===== config.mk =====
export PLATFORM = sky130hd
export DESIGN_NAME = dot_addr_seq
export DESIGN_NICKNAME = d
export VERILOG_FILES = /design/src/rtl/dot_addr_seq.sv
export SDC_FILE = /design/constraint.sdc
export NUM_CORES = 1
export LEC_CHECK = 0
export CAP_MARGIN = 40
export CORE_MARGIN = 5
export CORE_UTILIZATION = 40
export DETAILED_ROUTE_END_ITERATION = 7
export GPL_TIMING_DRIVEN = 0
export PLACE_DENSITY = 0.61
export SYNTH_ARGS = -nofsm -noshare
export SYNTH_HDL_FRONTEND = slang
export SYNTH_SLANG_ARGS = --single-unit

===== constraint.sdc =====
create_clock -name clk -period 6 [get_ports clk]
set_clock_uncertainty 0.05 [all_clocks]
set_input_delay 0.6 -clock clk [delete_from_list [all_inputs] [get_ports clk]]
set_output_delay 0.6 -clock clk [all_outputs]
set_load 0.05 [all_outputs]

===== src/rtl/dot_addr_seq.sv =====
// dot_addr_seq: address sequencer for one dot product of the matrix-multiply
// datapath. Walks a row of A (stride 1) and a column of B (stride K) and
// issues one (addr_a, addr_b) pair per accepted valid/ready handshake.
//
// Ports:
//   clk         rising-edge clock
//   reset       synchronous, active-high; returns to IDLE with outputs cleared
//   start       begin a sequence (only honoured in IDLE)
//   base_a      first A element address, captured with start
//   base_b      first B element address, captured with start
//   k_dim       element count and B stride, captured with start
//   addr_a      current A element address
//   addr_b      current B element address
//   addr_valid  address pair valid
//   addr_ready  consumer accepts pair when addr_valid && addr_ready
//   last        current pair is element K-1 (qualified by addr_valid)
//   busy        sequence in progress (RUN or DONE)
//   done        one-cycle pulse after the final pair is accepted
//
// state  | meaning
// IDLE   | waiting for start
// RUN    | presenting address pairs, advancing on each handshake
// DONE   | one-cycle completion pulse, then back to IDLE

module dot_addr_seq #(
   parameter int AW = 16,
   parameter int CW = 16
) (
   input  logic          clk,
   input  logic          reset,
   input  logic          start,
   input  logic [AW-1:0] base_a,
   input  logic [AW-1:0] base_b,
   input  logic [CW-1:0] k_dim,
   output logic [AW-1:0] addr_a,
   output logic [AW-1:0] addr_b,
   output logic          addr_valid,
   input  logic          addr_ready,
   output logic          last,
   output logic          busy,
   output logic          done
);

   localparam logic [1:0] S_IDLE = 2'd0;
   localparam logic [1:0] S_RUN  = 2'd1;
   localparam logic [1:0] S_DONE = 2'd2;

   logic [1:0]    state;
   logic [CW-1:0] count;
   logic [CW-1:0] k_lat;
   logic [AW-1:0] stride;
   logic          at_last;
   logic          handshake;

   // Compare against the latched K so later k_dim changes cannot disturb
   // a running sequence.
   assign at_last   = (count == (k_lat - CW'(1)));
   assign handshake = (state == S_RUN) && addr_ready;
   assign stride    = AW'(k_lat);

   always_ff @(posedge clk) begin
      if (reset) begin
         state  <= S_IDLE;
         addr_a <= '0;
         addr_b <= '0;
         count  <= '0;
         k_lat  <= '0;
      end else begin
         case (state)
            S_IDLE: begin
               if (start) begin
                  if (k_dim != '0) begin
                     k_lat  <= k_dim;
                     addr_a <= base_a;
                     addr_b <= base_b;
                     count  <= '0;
                     state  <= S_RUN;
                  end else begin
                     state  <= S_DONE;
                  end
               end
            end
            S_RUN: begin
               if (handshake) begin
                  if (at_last) begin
                     // Final pair stays on the address lines.
                     state <= S_DONE;
                  end else begin
                     addr_a <= addr_a + AW'(1);
                     addr_b <= addr_b + stride;
                     count  <= count + CW'(1);
                  end
               end
            end
            S_DONE: begin
               state <= S_IDLE;
            end
            default: begin
               state <= S_IDLE;
            end
         endcase
      end
   end

   assign addr_valid = (state == S_RUN);
   assign last       = (state == S_RUN) && at_last;
   assign busy       = (state == S_RUN) || (state == S_DONE);
   assign done       = (state == S_DONE);

endmodule


==> results.txt <==
- The first global-routing pass estimated 22.8 mm of wire.
- TritonCTS sink count: 66
- Core Rows: 38
* Worst Reg-to-Reg Cells: 12
- Part of the total power dissipated in combinational logic: 0.589
- Number of buffers inserted by port buffering: 86
* Cell type contributing the most total cell area after synthesis: dfxtp_1
- The floorplan step defined a die boundary enclosing 13500 um2.
- Syn Inst Count: 549
- Initial core utilization: 0.412
- Quantity of hold-fixing buffers added after cts: 0
* Number of nets in the layout: 721
* Setup TNS after final layout: 0 ps
- Yosys warning count: 0
- The share of total power dissipated in the clock network is 0.179.
- Of the synthesized area, sequential elements account for 0.292.
- Cell area power density: 519 nW/um2
- Total global-route track usage: 0.216
- CTS built an H-tree with a depth of 3.
- The total count of hold-check failures in the final report is 0.
- STA classifies the critical path startpoint as a flop.
- Cell at the root of the clock tree: clkbuf_16
- Dividing the detail-routed wire length by the instance count gives 18.2 um.
* Yosys cell types: 63
* Number of cells upsized or downsized after cts: 0
* Cells along the critical path: inv_1 -> ha_1 -> or3b_4 -> or4_4 -> a2111oi_4 -> o211ai_2 -> a2111oi_4 -> and2_1 -> clkdlybuf4s50_1
- Clk slew on worst S/H paths: 60 ps
- Top cells by area in the synthesized netlist: dfxtp_1, mux2i_1, a21oi_1, ha_1, nor2_1
- In the synthesized netlist the async set-or-reset flop fraction comes to 0.
- Setup repair after global routing missed its margin: false
- For the pin with the worst max-slew slack, the measured transition is 758 ps.
- For this run, design rule violations remaining after detail routing come to 0.
* Number of synthesized flops with an enable pin: 0
* Fill cell total of the finished layout: 1017
- Layout cell share with drive strength beyond 1: 0.0844
- Detailed placement finished with a half-perimeter wire length of 10.9 mm.
* Cell family contributing the most delay on the critical path: simple AND/OR/NAND/NOR gates
- CP max stage delay: 810 ps
- The share of synthesized area in the top cell type comes to 0.292.
- Primary flip-flop cell chosen by synthesis mapping: dfxtp_1
- Sequential Area: 1320 um2
- In this run the remaining antenna-violating nets after routing total 0.
- The analysis attributes to cell leakage a power of 2.29 nW.
- In this run the standard cell core region covers 11000 um2.
- The cell area that synthesis handed to floorplanning was 4520 um2.
- In this run, the number of DRC markers left after iteration 0 of detailed routing was 269.
- Multi-input gate area: 2990 um2
* Share of total power consumed by net switching: 0.491
- Worst Hold Class: flop to flop
* Depth of the worst hold-timing path: 2
* Max Slew Vio Count: 0
- The finished layout holds 792 standard cells, fillers aside.
* Chip height: 116 um
- Maximum frequency from static timing analysis: 212 MHz
- The critical path runs through a total of 9 cells.
- The worst path in the final design needs a cycle of 4720 ps, including I/O delays and setup.
- Outcome: complete, no violations
* CP most frequent cell: a2111oi_4
- The worst-case IR drop observed on VDD is 0.000237 V.
* Placed insts: 776
- After clock tree synthesis, the setup repair step added 0 buffers.
- Via count of the first global-routing pass: 4442
- CTS tree: done
- Post-synth net total: 623
- The critical path is of the flop to primary output type.
- Diodes inserted: 0
- Setup violations remaining at the end of the flow were counted as 0.
* Maximum buffer depth of the clock tree: 2
- Largest net degree at the start of global routing: 14
* Area growth syn-to-layout: 29.9%
- Dividing the final minimum period by the clock period gives 0.787.
- Counting flops and latches in the post-synthesis netlist gives 66.
- Using the TritonRoute via totals, the vias-per-cell ratio works out to 5.73.
- Cell internal power was estimated by the tool at 1.55 mW.
- The analysis attributes to net switching a power of 1.49 mW.
- The die is 116 um wide.
* Number of antenna violations at the first check in global routing: 0
- Averaged over all synthesized cells, the footprint is 8.24 um2.
* Vias: 4537
* Crit path arrival time: 4070 ps
- In this run the count of I/O pins placed on the die edge is 88.
- Worst Path Required: 5350 ps
- Router iterations before antenna repair: 6
- At the later pin of the worst-skew pair, clock insertion delay measures 340 ps.
* Number of violations of the max-capacitance limit: 0
- The number of clock buffers added by TritonCTS is 9.
* Final global-route overflow total: 0
- Crit path max fanout: 6
- Max-Slew Margin vs Limit: 0.495
- Routability-driven placement finished with a final weighted congestion of 0.875.
* Total wire length: 14.4 mm
- The largest individual stage delay along the critical path comes from the cell clkdlybuf4s50_1.
- Combined buffer and inverter count along the critical path: 2
* Sequential group share of total power: 0.232
- Endpoint type of the worst setup path: primary output
[power groups by stage]
| stage | combinational (mW) | clock, mW | sequential (mW) |
|---|---|---|---|
| 6_report | 1.79 | 0.544 | 0.707 |
| 3_3_place_gp | 1.76 | 0 | 0.710 |
| 5_1_grt | 1.93 | 0.571 | 0.724 |
| 2_1_floorplan | 0.995 | 0 | 0.985 |
| 4_1_cts | 1.80 | 0.552 | 0.705 |
| 3_5_place_dp | 1.79 | 0 | 0.712 |
[worst reg2reg max path: cells and delay by family, from the launching register on]
kind            cells  cell delay [ps]
compound gates      6             1460
fa+ha+maj           1              200
buf+inv             2              450
flops               1              380
simple gates        3             1210
[worst paths after layout]
path / from / endpoint / slack (ps)
hold / removal: addr_a[15] / addr_a[15] / 450
hold reg to reg: addr_a[15] / addr_a[15] / 450
setup / recovery: k_lat[1] / last / 1280
setup reg to reg: k_lat[1] / addr_a[3] / 2170
[Yosys cell counts, drive strengths merged (3+ instances only)]
cell type  count
dfxtp         66
nor2          58
a21oi         53
nand2         45
mux2i         28
ha            21
clkbuf        20
nand3         19
nor3          19
a211oi        18
o21ai         17
xnor2         17
inv           15
xor2          15
buf           12
or3           11
nand4          9
nor4           9
o32ai          9
and2           7
and3           7
nor2b          7
a21o           6
o21a           5
a31oi          4
nand2b         4
o211ai         4
o31ai          4
or4            4
a2111oi        3
a311oi         3
or2            3
[stage by stage]
stage / util / worst slack (ps) / power [mW] / hold WS [ps] / area (um2)
floorplan: - / 2500 / 1.98 / 421 / 4520
global placement: 0.506 / 1670 / 2.47 / 424 / 5560
detailed placement: 0.507 / 1620 / 2.50 / 439 / 5570
CTS: 0.535 / 1250 / 3.06 / 450 / 5870
global route: 0.535 / 1140 / 3.23 / 470 / 5870
finish: 0.535 / 1280 / 3.04 / 450 / 5870
[layout by cell type (no fill, tap or decap), types with 3 or more instances in the layout]
| cell type | synthesis | final |
|---|---|---|
| buf_2 | 6 | 6 |
| mux2i_1 | 28 | 28 |
| o21a_1 | 5 | 5 |
| a211oi_2 | 15 | 15 |
| nor3_1 | 19 | 19 |
| nand2b_1 | 4 | 4 |
| nand3_1 | 19 | 19 |
| xor2_1 | 15 | 15 |
| and2_1 | 5 | 5 |
| o32ai_1 | 9 | 9 |
| o211ai_1 | 3 | 3 |
| nor2_1 | 58 | 58 |
| o21ai_0 | 16 | 16 |
| ha_1 | 21 | 21 |
| nor2b_1 | 7 | 7 |
| a211oi_1 | 3 | 3 |
| xnor2_1 | 17 | 17 |
| buf_6 | 4 | 5 |
| inv_1 | 15 | 15 |
| o31ai_1 | 4 | 4 |
| clkbuf_16 | 0 | 9 |
| nand2_1 | 45 | 45 |
| or2_2 | 3 | 3 |
| or3_1 | 11 | 11 |
| and3_1 | 7 | 7 |
| dfxtp_1 | 66 | 66 |
| nand4_1 | 9 | 9 |
| or4_1 | 3 | 3 |
| a21o_1 | 6 | 6 |
| a31oi_1 | 4 | 4 |
| clkdlybuf4s50_1 | 0 | 86 |
| a21oi_1 | 53 | 53 |
| clkbuf_1 | 20 | 20 |
| nor4_1 | 9 | 9 |
[cell families (layout without fill, tap and decap cells)]
logic type      after synthesis  in the layout  synth area share
xor+xnor                     33             33            0.0670
fa+ha+maj                    22             22            0.0625
flops                        66             66             0.292
compound gates              146            146             0.245
mux                          28             28            0.0620
buf+inv                      47            150            0.0473
simple gates                207            207             0.224
[state kept, by name, indices dropped and copies added, names as in the netlist]
signal  count
count      16
state       2
k_lat      16
addr_a     16
addr_b     16
[area by class of cell]
type / instances / area share
clock inverter: 7 / 0.0132
sequential: 66 / 0.225
tap: 140 / 0.0298
clock buffer: 9 / 0.0384
multi-input combinational: 436 / 0.509
timing repair buffer: 87 / 0.149
inverter: 15 / 0.00959
buffer: 32 / 0.0268
[per-layer routing]
layer  part of all wire  track usage  wire length, um  up-vias
li1                   -            -                -     2220
met1               0.46        0.290             6560     2138
met2               0.46        0.347             6590      160
met3              0.067       0.0337              963       19
met4              0.019       0.0858              270        0
met5                  0            0                0        -
Note: power is estimated with default switching activity, not from simulation.
